--- config.mk ---
export PLATFORM = sky130hd
export DESIGN_NAME = hilo_muldiv
export DESIGN_NICKNAME = d
export VERILOG_FILES = /design/src/rtl/hilo_muldiv.sv
export SDC_FILE = /design/constraint.sdc
export NUM_CORES = 1
export LEC_CHECK = 0
export ABC_AREA = 1
export ABC_CLOCK_PERIOD_IN_PS = 5300
export CORE_MARGIN = 5
export CORE_UTILIZATION = 40
export DETAILED_ROUTE_END_ITERATION = 8
export GPL_ROUTABILITY_DRIVEN = 0
export PLACE_DENSITY = 0.69
export SETUP_SLACK_MARGIN = 0.3
export SYNTH_ARGS = -nofsm -noshare
export SYNTH_HDL_FRONTEND = slang
export SYNTH_SLANG_ARGS = --single-unit
--- constraint.sdc ---
create_clock -name clk -period 5.3 [get_ports clk]
set_clock_uncertainty 0.1 [all_clocks]
set_input_delay 0.53 -clock clk [delete_from_list [all_inputs] [get_ports clk]]
set_output_delay 0.53 -clock clk [all_outputs]
set_load 0.02 [all_outputs]
--- src/rtl/hilo_muldiv.sv ---
// ---------------------------------------------------------------------------
// hilo_muldiv
//   Multi-cycle multiply/divide unit owning the architectural HI/LO registers.
//   One result bit per cycle: shift-add multiply (multiplier LSB first) and
//   restoring divide. A result is written WIDTH edges after Start is accepted.
//
// Ports
//   clk    in   rising-edge clock
//   rst    in   synchronous, active-high reset
//   Start  in   one-cycle request, sampled only while Busy=0
//   Op     in   [1:0] 00 MULTU, 01 DIVU, 10 MULT, 11 DIV
//   SrcA   in   [WIDTH] multiplicand / dividend (rs)
//   SrcB   in   [WIDTH] multiplier / divisor (rt)
//   HiOut  out  [WIDTH] product upper half / remainder
//   LoOut  out  [WIDTH] product lower half / quotient
//   Busy   out  operation in progress
//   Done   out  one-cycle pulse after HI/LO were updated
//
// Build option
//   HILO_SIGNED_EN : when defined, Op 10/11 are signed MULT/DIV. When
//                    undefined, Op[1] is ignored and no sign logic exists.
// ---------------------------------------------------------------------------
module hilo_muldiv #(
    parameter int unsigned WIDTH = 32,
    parameter int unsigned CNT_W = 6
) (
    input  logic             clk,
    input  logic             rst,
    input  logic             Start,
    input  logic [1:0]       Op,
    input  logic [WIDTH-1:0] SrcA,
    input  logic [WIDTH-1:0] SrcB,
    output logic [WIDTH-1:0] HiOut,
    output logic [WIDTH-1:0] LoOut,
    output logic             Busy,
    output logic             Done
);

    typedef enum logic {
        S_IDLE,
        S_RUN
    } state_t;

    state_t r_state;
    state_t w_state_nxt;

    // Working registers, never visible on the ports
    logic               r_is_div;
    logic [WIDTH-1:0]   r_opa;      // multiplicand / divisor, constant in RUN
    logic [WIDTH-1:0]   r_opb;      // multiplier (shifts right) / dividend (shifts left)
    logic [2*WIDTH-1:0] r_acc;      // {hi, lo}: partial product, or {remainder, quotient}
    logic [CNT_W-1:0]   r_cnt;
    logic               r_done;

    // FSM controls
    logic w_load;
    logic w_finish;

    // Operand magnitudes captured at acceptance
    logic [WIDTH-1:0] w_mag_a;
    logic [WIDTH-1:0] w_mag_b;

    // Iteration datapath
    logic [WIDTH:0]     w_sum;
    logic [2*WIDTH-1:0] w_mul_acc;
    logic [WIDTH:0]     w_shrem;
    logic [WIDTH+1:0]   w_diff;
    logic               w_qbit;
    logic [2*WIDTH-1:0] w_div_acc;
    logic [2*WIDTH-1:0] w_acc_nxt;
    logic [WIDTH-1:0]   w_opb_nxt;

    // Final write values
    logic [WIDTH-1:0] w_hi_fin;
    logic [WIDTH-1:0] w_lo_fin;

`ifdef HILO_SIGNED_EN
    logic               r_neg_lo;   // negate product (mul) or quotient (div)
    logic               r_neg_hi;   // remainder takes the dividend's sign
    logic               w_sa;
    logic               w_sb;
    logic [2*WIDTH-1:0] w_prod_fix;
`else
    logic w_unused_op;
    assign w_unused_op = Op[1];
`endif

    // ------------------------------------------------------------------
    // FSM: state register
    // ------------------------------------------------------------------
    always_ff @(posedge clk) begin
        if (rst) begin
            r_state <= S_IDLE;
        end else begin
            r_state <= w_state_nxt;
        end
    end

    // ------------------------------------------------------------------
    // FSM: next state and controls
    // ------------------------------------------------------------------
    always_comb begin
        w_state_nxt = r_state;
        w_load      = 1'b0;
        w_finish    = 1'b0;
        Busy        = 1'b0;
        case (r_state)
            S_IDLE: begin
                if (Start) begin
                    w_load      = 1'b1;
                    w_state_nxt = S_RUN;
                end
            end
            S_RUN: begin
                Busy = 1'b1;
                if (r_cnt == CNT_W'(WIDTH - 1)) begin
                    w_finish    = 1'b1;
                    w_state_nxt = S_IDLE;
                end
            end
            default: w_state_nxt = S_IDLE;
        endcase
    end

    // ------------------------------------------------------------------
    // Operand conditioning
    // ------------------------------------------------------------------
`ifdef HILO_SIGNED_EN
    always_comb begin
        w_sa    = Op[1] & SrcA[WIDTH-1];
        w_sb    = Op[1] & SrcB[WIDTH-1];
        w_mag_a = w_sa ? -SrcA : SrcA;
        w_mag_b = w_sb ? -SrcB : SrcB;
    end
`else
    always_comb begin
        w_mag_a = SrcA;
        w_mag_b = SrcB;
    end
`endif

    // ------------------------------------------------------------------
    // One iteration of multiply and divide
    // ------------------------------------------------------------------
    always_comb begin
        // Multiply: add multiplicand into the upper half when the current
        // multiplier bit is set, then shift the whole accumulator right.
        w_sum     = {1'b0, r_acc[2*WIDTH-1:WIDTH]} +
                    {1'b0, (r_opb[0] ? r_opa : {WIDTH{1'b0}})};
        w_mul_acc = {w_sum, r_acc[WIDTH-1:1]};

        // Restoring divide: bring in the next dividend bit, trial-subtract.
        // The extra top bit of w_diff is the borrow (negative result).
        w_shrem   = {r_acc[2*WIDTH-1:WIDTH], r_opb[WIDTH-1]};
        w_diff    = {1'b0, w_shrem} - {2'b00, r_opa};
        w_qbit    = ~w_diff[WIDTH+1];
        w_div_acc = {(w_qbit ? w_diff[WIDTH-1:0] : w_shrem[WIDTH-1:0]),
                     r_acc[WIDTH-2:0], w_qbit};

        if (r_is_div) begin
            w_acc_nxt = w_div_acc;
            w_opb_nxt = r_opb << 1;
        end else begin
            w_acc_nxt = w_mul_acc;
            w_opb_nxt = r_opb >> 1;
        end
    end

    // ------------------------------------------------------------------
    // Result fix-up applied in the final write
    // ------------------------------------------------------------------
`ifdef HILO_SIGNED_EN
    always_comb begin
        w_prod_fix = r_neg_lo ? -w_acc_nxt : w_acc_nxt;
        if (r_is_div) begin
            w_hi_fin = r_neg_hi ? -w_acc_nxt[2*WIDTH-1:WIDTH] : w_acc_nxt[2*WIDTH-1:WIDTH];
            w_lo_fin = r_neg_lo ? -w_acc_nxt[WIDTH-1:0]       : w_acc_nxt[WIDTH-1:0];
        end else begin
            w_hi_fin = w_prod_fix[2*WIDTH-1:WIDTH];
            w_lo_fin = w_prod_fix[WIDTH-1:0];
        end
    end
`else
    always_comb begin
        w_hi_fin = w_acc_nxt[2*WIDTH-1:WIDTH];
        w_lo_fin = w_acc_nxt[WIDTH-1:0];
    end
`endif

    // ------------------------------------------------------------------
    // Datapath and architectural registers
    // ------------------------------------------------------------------
    always_ff @(posedge clk) begin
        if (rst) begin
            r_is_div <= 1'b0;
            r_opa    <= '0;
            r_opb    <= '0;
            r_acc    <= '0;
            r_cnt    <= '0;
            r_done   <= 1'b0;
            HiOut    <= '0;
            LoOut    <= '0;
`ifdef HILO_SIGNED_EN
            r_neg_lo <= 1'b0;
            r_neg_hi <= 1'b0;
`endif
        end else begin
            r_done <= w_finish;
            if (w_load) begin
                // r_opa holds |SrcB| (divisor, or multiplicand since the
                // product is commutative); r_opb holds |SrcA|.
                r_is_div <= Op[0];
                r_opa    <= w_mag_b;
                r_opb    <= w_mag_a;
                r_acc    <= '0;
                r_cnt    <= '0;
`ifdef HILO_SIGNED_EN
                r_neg_lo <= w_sa ^ w_sb;
                r_neg_hi <= w_sa;
`endif
            end else if (r_state == S_RUN) begin
                r_acc <= w_acc_nxt;
                r_opb <= w_opb_nxt;
                r_cnt <= r_cnt + CNT_W'(1);
            end
            if (w_finish) begin
                HiOut <= w_hi_fin;
                LoOut <= w_lo_fin;
            end
        end
    end

    assign Done = r_done;

endmodule

* Yosys cells after proc, flatten, opt, wreduce, memory -nomap -nowiden
Cells that the tools add are included.
** Storage, ports and cells
- Input port bits :: 69
- Logic and storage cells :: 30
- Register bits :: 201
- Output and inout bits :: 66
** Cells by class
- Mux-type cells :: 13
- Reductions and logical operators :: 2
- Equality and inequality tests :: 1
- Add/sub/neg operators :: 3
- Bitwise logic cells :: 2
** Operators with widths (count)
- 32-bit 2-to-1 mux :: 5
- 64-bit 2-to-1 mux :: 1
- 33-bit by 32-bit subtractor with 34-bit output :: 1
- 32-bit by 32-bit adder with 33-bit output :: 1
- 6-bit by 1-bit adder with 6-bit output, second input constant :: 1
- 6-bit by 5-bit == test with 1-bit output, second input constant :: 1
- 1-bit 2-to-1 mux :: 6
- 1-bit inverter :: 2
- 1-bit one-hot mux with 2 select lines :: 1
- 2-bit nonzero test :: 1
- 2-bit OR reduction :: 1

* Logic depth before layout (Yosys ltp)
Gate-level depths: netlist (run 1).
- Word-level depth :: 3
- Gate-level depth with buffers :: 20
- Depth with buffers taken out :: 18

* Worst setup path after synthesis (run 1)
No wires, ideal clock.
- Path kind :: register -> register
- Start :: register r_opb[0]
- End :: register r_acc[60]
- Required time :: 5.091 ns
- Period minus slack after synthesis :: 2.352 ns
- Stages on the path, launching flop included :: 18
- Path buffers :: 2
- Setup time :: 0.109 ns
- Arrival :: 2.143 ns
- Slack :: 2.948 ns
- Cell sequence :: dfxtp_1 > clkbuf_1 > clkbuf_1 > nand2_1 > inv_1 > ha_1 > nand2_1 > inv_1 > a21oi_1 > nand3_1 > nand2_1 > nand2_1 > nand2_1 > nand3_1 > nand3_1 > nand3_1 > nand2_1 > inv_1
** On the way
- Word-level cells in the longest chain between the ends :: 3
** Ends and longest elaborated chain
- from (decl) :: RTL line 50 : logic [WIDTH-1:0] r_opb;
- from (signal assigned) :: RTL line 214 : r_opb <= w_mag_a;
- from (signal assigned) :: RTL line 223 : r_opb <= w_opb_nxt;
- 32-bit 2-to-1 mux :: RTL line 149 : {1'b0, (r_opb[0] ? r_opa : {WIDTH{1'b0}})};
- 32-bit by 32-bit adder with 33-bit output :: RTL line 148 : w_sum = {1'b0, r_acc[2*WIDTH-1:WIDTH]} +
- 64-bit 2-to-1 mux :: RTL line 160 : if (r_is_div) begin
- to (signal assigned) :: RTL line 222 : r_acc <= w_acc_nxt;
- to (decl) :: RTL line 51 : logic [2*WIDTH-1:0] r_acc;
No other way between the ends.
A chain may end at the register's enable or synchronous reset.

* Worst setup path after layout (run 1)
- Start :: register r_opb[0]
- End :: register HiOut[21]
** On the way
- Word-level cells in the longest chain between the ends :: 3
** Ends and longest elaborated chain
- 32-bit 2-to-1 mux :: RTL line 149
- 32-bit by 32-bit adder with 33-bit output :: RTL line 148
- 64-bit 2-to-1 mux :: RTL line 160
- to (signal assigned) :: RTL line 227 : HiOut <= w_hi_fin;
- to (decl) :: RTL line 33 : output logic [WIDTH-1:0] HiOut,
No other way between the ends.

==> metrics, run 1 <==
Die H 194 um; worst slew pin tran 1190 ps; Final #Nets 2,416; Mapped Nets 2,336; Int Pwr 0.00301 W; Sw Ratio 32.3%; worst min path class register to register; WS Path Type register to register; Pwr per Cell Area 278 mW/mm^2; EDFF count, synth 0; worst hold stages 2; max-slew violation count 0; required time of the critical path 5640 ps; count of input and output buffers 133; Total Routing Usage GR 21.8%; vias in the first global route 13,571; Yosys top cell by area dfxtp_1; crit path from r_opb[0]; CTS Root Cell clkbuf_16; die footprint 0.0375 mm^2; CP max FO 34; maxcap violations 0; top-count cell post-synth nand2_1; Fillers 3,418; DRT iter0 DRCs 1,132; first-pass GRT wire length 69,000 um; fin crit share 66.0%; register share of total power 37.4%; antenna diode count 0; clock slew at reported path FFs 60 ps; HP Start HiOut[22]; crit path DAT 3840 ps; top cell type's share of synthesized area 29.8%; Rows 67; count of final hold-check violations 0; met2 WL 19,300 um; IO Pins 135; postcts setup bufs 0; top routing layer used met4; Netlist Area Pre-Place 0.0135 mm^2; CTS buffer count 24; Longest Clk Path Bufs 3; synth top area cells dfxtp_1 (30%), nand2_1 (19%), inv_1 (8.9%); LEAKAGE 7.81 nW; mean post-synth cell area 6.14 um^2; drt first pass iters 7; metal3 WL 2740 um; RSZ-0062 raised after global routing false; Cells after Synth 2,200; CP Capture Type register; DRC 0; Worst slew margin 20.3%; Worst setup SP type register; insertion delay to the later sink of the worst-skew pair 560 ps; Num Clock Sinks 201; PostCTS Resize Cnt 0; vias per cell 5.17; min Tclk post-route 3500 ps; htree depth 1; register area share after synthesis 29.8%; HPWL after detailed placement 31,900 um; initial core utilization 40.4%; Combinational Power Share 22.2%; final core occ 47.8%; worst r2r src r_opb[0]; Post-DRT Antenna Nets 0; Max Fclk 0.286 GHz; Post-synth ARST share 0%; routed via count 14,185; prevailing post-synth register cell dfxtp_1; CTS tree built; Yosys Warn Count 0; R2R depth 17; endpoints failing setup 0; Die X 194 um; peak supply drop 288 uV; Post-CTS Hold Fix Bufs 0; Clk pwr share 40.5%; largest net degree at the start of global routing 72; share of cells above drive strength 1 4.09%; DRT met1 WL 18,300 um; Switch Pwr 0.00144 W; synth unique cells 41; setup tns final 0 ps; final WL 42,300 um; Synth top cells by count nand2_1 (675), inv_1 (321), dfxtp_1 (201), nor2_1 (199), o21ai_0 (164); #FFs+latches synth 201; initial antenna violation count 0; DR WL/cell 15.4 um; status completed; Core Region 0.0334 mm^2; grt ovf 0; area delta synth->final 18.4%
critical path: stages, from the launching register on:
cell and delay (ps):
dfxtp_1 1110, nand2_1 170, inv_1 110, ha_1 250, fa_1 320, nand3_1 100, nand3_1 200, nand2_1 80
nand2_1 110, nand2_1 60, nand2_1 180, nand2_1 110, nand2_1 70, nand2_1 50, nand3_1 110, nand3_1 140
nand2_1 80, nand2_1 60
power by group through the flow:
stage	logic, W	clock network [W]	registers, W
floorplan	0.000727	0	0.00165
global placement	0.000953	0	0.00169
detailed placement	0.000966	0	0.00169
CTS	0.000972	0.00184	0.00166
global route	0.00110	0.00190	0.00167
finish	0.000985	0.00180	0.00166
area by class of cell:
| class | count | area (um^2) | area share (%) |
|---|---|---|---|
| Multi-Input combinational cell | 1585 | 7910 | 49.4 |
| Timing Repair Buffer | 142 | 1400 | 8.75 |
| Clock inverter | 12 | 194 | 1.21 |
| Tap cell | 448 | 561 | 3.51 |
| Inverter | 326 | 1220 | 7.65 |
| Clock buffer | 31 | 677 | 4.23 |
| Sequential cell | 201 | 4030 | 25.2 |
cell families after synthesis:
kind of cell	count (synthesis)	synth area share (%)
AOI/OAI and AO/OA	340	13.2
xor gates and xnor gates	16	1.04
adders and majority gates	67	6.32
buffers and inverters	414	11.8
DFF	201	29.8
muxes	31	2.30
and+or+nand+nor	1131	35.6
cell usage in the layout (no fill, tap or decap), types with 5 or more instances in the layout:
| cell type | synthesis | layout |
|---|---|---|
| clkbuf_16 | 0 | 24 |
| nand4_1 | 64 | 64 |
| nand3_1 | 134 | 134 |
| inv_2 | 5 | 5 |
| o21ai_0 | 164 | 164 |
| inv_1 | 321 | 321 |
| a31oi_1 | 30 | 30 |
| nand3b_1 | 8 | 8 |
| nand2_4 | 12 | 12 |
| buf_4 | 1 | 9 |
| ha_1 | 65 | 65 |
| dfxtp_1 | 201 | 199 |
| nand2_1 | 675 | 675 |
| mux2i_1 | 31 | 31 |
| xor2_1 | 15 | 15 |
| clkbuf_8 | 0 | 5 |
| nor2_1 | 199 | 195 |
| nor3_1 | 14 | 14 |
| nor2_2 | 4 | 7 |
| a21oi_1 | 128 | 128 |
| o21ai_1 | 6 | 6 |
| clkdlybuf4s50_1 | 0 | 133 |
| nand2_2 | 7 | 7 |
metrics by stage:
step	cell area [um^2]	hold WS (ps)	setup slack, ps	std cells	power [W]
3_5_place_dp	15100	341	1200	2702	0.00266
4_1_cts	16000	353	1790	2745	0.00447
5_1_grt	16000	374	1330	2745	0.00467
6_report	16000	349	1800	2745	0.00445
2_1_floorplan	13500	350	2950	2200	0.00237
3_3_place_gp	15100	341	1360	2702	0.00264
layer usage:
layer,GRT usage (%),vias up
met5,0,-
met4,9.10,0
met3,3.01,113
met2,36.4,545
met1,28.3,6348
li1,-,7179
state kept, by name (all words and copies together) (netlist names):
name	cells
LoOut	32
r_is_div	1
r_opa	32
r_acc	64
HiOut	32
r_cnt	6
r_state	1
r_opb	32
Done	1
worst paths after layout:
check	endpoint	slack, ps
max	HiOut[21]	1800
min	HiOut[22]	350
max reg2reg	HiOut[21]	1800
min reg2reg	HiOut[22]	350
Power figures use the tool's default switching activity.
==> inputs of run 2 (changes only) <==
ABC_CLOCK_PERIOD_IN_PS = 3090   (was 5300)
PLACE_DENSITY = 0.72   (was 0.69)
clock period = 3.09 ns   (was 5.3 ns; I/O delays follow)
==> metrics, run 2 (synthesis results as in run 1) <==
DRT iter0 DRCs 1,109; worst path cell trace ha_1, nand2_2, inv_2, nand2_1, nand3_1, a21oi_4, nor2_4, nor2_8, a21oi_4, buf_12, buf_12, nand2_4, nand4_1, nand2_1, inv_1; required time of the critical path 3430 ps; DR WL/cell 15.3 um; Die X 194 um; DRC 0; Switch Pwr 0.00249 W; Rows 67; status completed; CTS tree built; Longest Clk Path Bufs 3; Int Pwr 0.00501 W; Sw Ratio 33.2%; worst min path class input port to register; worst r2r src r_acc[55]; Worst setup SP type register; R2R depth 15; flop2flop setup slack 440 ps; die footprint 0.0375 mm^2; peak supply drop 353 uV; antenna diode count 0; CTS Root Cell clkbuf_16; clock slew at reported path FFs 60 ps; Total Routing Usage GR 21.9%; vias in the first global route 13,835; htree depth 1; Core Region 0.0334 mm^2; HPWL after detailed placement 32,500 um; count of input and output buffers 133; CP Capture Type register; drt first pass iters 7; Final #Nets 2,436; most common cell after layout, fill and taps aside nand2_1; Pwr per Cell Area 462 mW/mm^2; Reg with most FFs r_acc; crit path from r_acc[55]; share of cells above drive strength 1 5.61%; Clk pwr share 38.5%; first-pass GRT wire length 69,100 um; Combinational Power Share 23.9%; vias per cell 5.26; RSZ-0062 raised after global routing true; CTS buffer count 24; insertion delay to the later sink of the worst-skew pair 560 ps; CP peak stage delay 440 ps; min Tclk post-route 2650 ps; worst slew pin tran 723 ps; WS Path Type register to register; Fillers 3,390; area delta synth->final 20.3%; count of final hold-check violations 0; register share of total power 37.7%; CP max FO 9; crit path DAT 2990 ps; pre-CTS WS 441 ps; Worst slew margin 51.8%; Post-DRT Antenna Nets 0; final worst setup slack 441 ps; IO Pins 135; most frequent cells in the layout nand2_1 (675), inv_1 (321), dfxtp_1 (197); Max Fclk 0.378 GHz; initial core utilization 40.4%; maxcap violations 0; LEAKAGE 7.90 nW; routed via count 14,549; Hold EP r_opb[10]; Worst path slowest cell dfxtp_1; endpoints failing setup 0; max reg flops 64; Die H 194 um; final WL 42,400 um; Critical R2R Capture r_acc[54]; initial antenna violation count 0; fin crit share 85.7%; setup tns final 0 ps; grt ovf 0; HP Start SrcA[10]; worst hold stages 3; Num Clock Sinks 201; max-slew violation count 0; largest net degree at the start of global routing 69
==> run 2: changes by cell type in the layout (fill, tap and decap cells not counted), moves of 4 or more <==
| cell | delta |
|---|---|
| ha_1 | -4 |
| nor2_1 | -6 |
| nand3_1 | -4 |
| buf_4 | +15 |
| nor2_2 | +5 |
| clkbuf_1 | +4 |
| nand3_2 | +4 |
| buf_12 | +4 |
==> run 2: repair_timing <==
action | CTS | global route
hold endpoints to repair | 0 | 0
endpoints found under the setup margin | 0 | 37
resized for setup | 0 | 24
hold buffers | 0 | 0
setup buffers | 0 | 4
==> run 2: per-layer routing <==
layer / share of wire (%) / track usage (%)
met5: 0 / 0
met4: 5.9 / 11.0
met3: 6.8 / 4.22
met2: 46 / 36.6
met1: 42 / 26.9
==> run 2: power by group through the flow <==
stage | registers, W | logic, W | clock network, W
2_1_floorplan | 0.00282 | 0.00125 | 0
3_3_place_gp | 0.00287 | 0.00168 | 0
3_5_place_dp | 0.00287 | 0.00171 | 0
4_1_cts | 0.00282 | 0.00172 | 0.00295
5_1_grt | 0.00283 | 0.00199 | 0.00304
6_report | 0.00282 | 0.00179 | 0.00288
==> run 2: how the worst max path moves through the flow <==
| stage | to | slack [ps] | cells past startpoint |
|---|---|---|---|
| 6_report | r_acc[54] | 440 | 15 |
| 3_5_place_dp | HiOut[27] | 440 | 15 |
| 5_1_grt | HiOut[21] | 270 | 16 |
| 2_1_floorplan | r_acc[60] | 740 | 17 |
| 4_1_cts | HiOut[27] | 410 | 15 |
| 3_3_place_gp | r_acc[45] | 480 | 14 |
==> run 2: cell type report <==
cell class | instances | area, um^2 | area share, %
Timing Repair Buffer | 162 | 1600 | 9.87
Tap cell | 448 | 561 | 3.45
Sequential cell | 201 | 4030 | 24.8
Clock buffer | 33 | 664 | 4.09
Multi-Input combinational cell | 1585 | 8010 | 49.3
Inverter | 326 | 1220 | 7.53
Clock inverter | 11 | 145 | 0.894
==> run 2: per-stage QoR <==
| step | power, W | hold slack [ps] | utilization, % | instance area (um^2) | instances |
|---|---|---|---|---|---|
| finish | 0.00750 | 231 | 48.6 | 16200 | 2766 |
| global placement | 0.00455 | 341 | 45.7 | 15300 | 2718 |
| global route | 0.00787 | 226 | 48.6 | 16200 | 2766 |
| CTS | 0.00749 | 210 | 48.1 | 16100 | 2762 |
| detailed placement | 0.00458 | 339 | 45.7 | 15300 | 2718 |
| floorplan | 0.00407 | 344 | - | 13500 | 2200 |
==> run 2: worst max-delay path: cells and delay by family (launching register included) <==
kind                     cells  cell delay (ps)
AO/OA/AOI/OAI                2              310
adder cells (fa/ha/maj)      1              350
buffers and inverters        4              380
flip-flops                   1              440
AND/OR/NAND/NOR              8              950
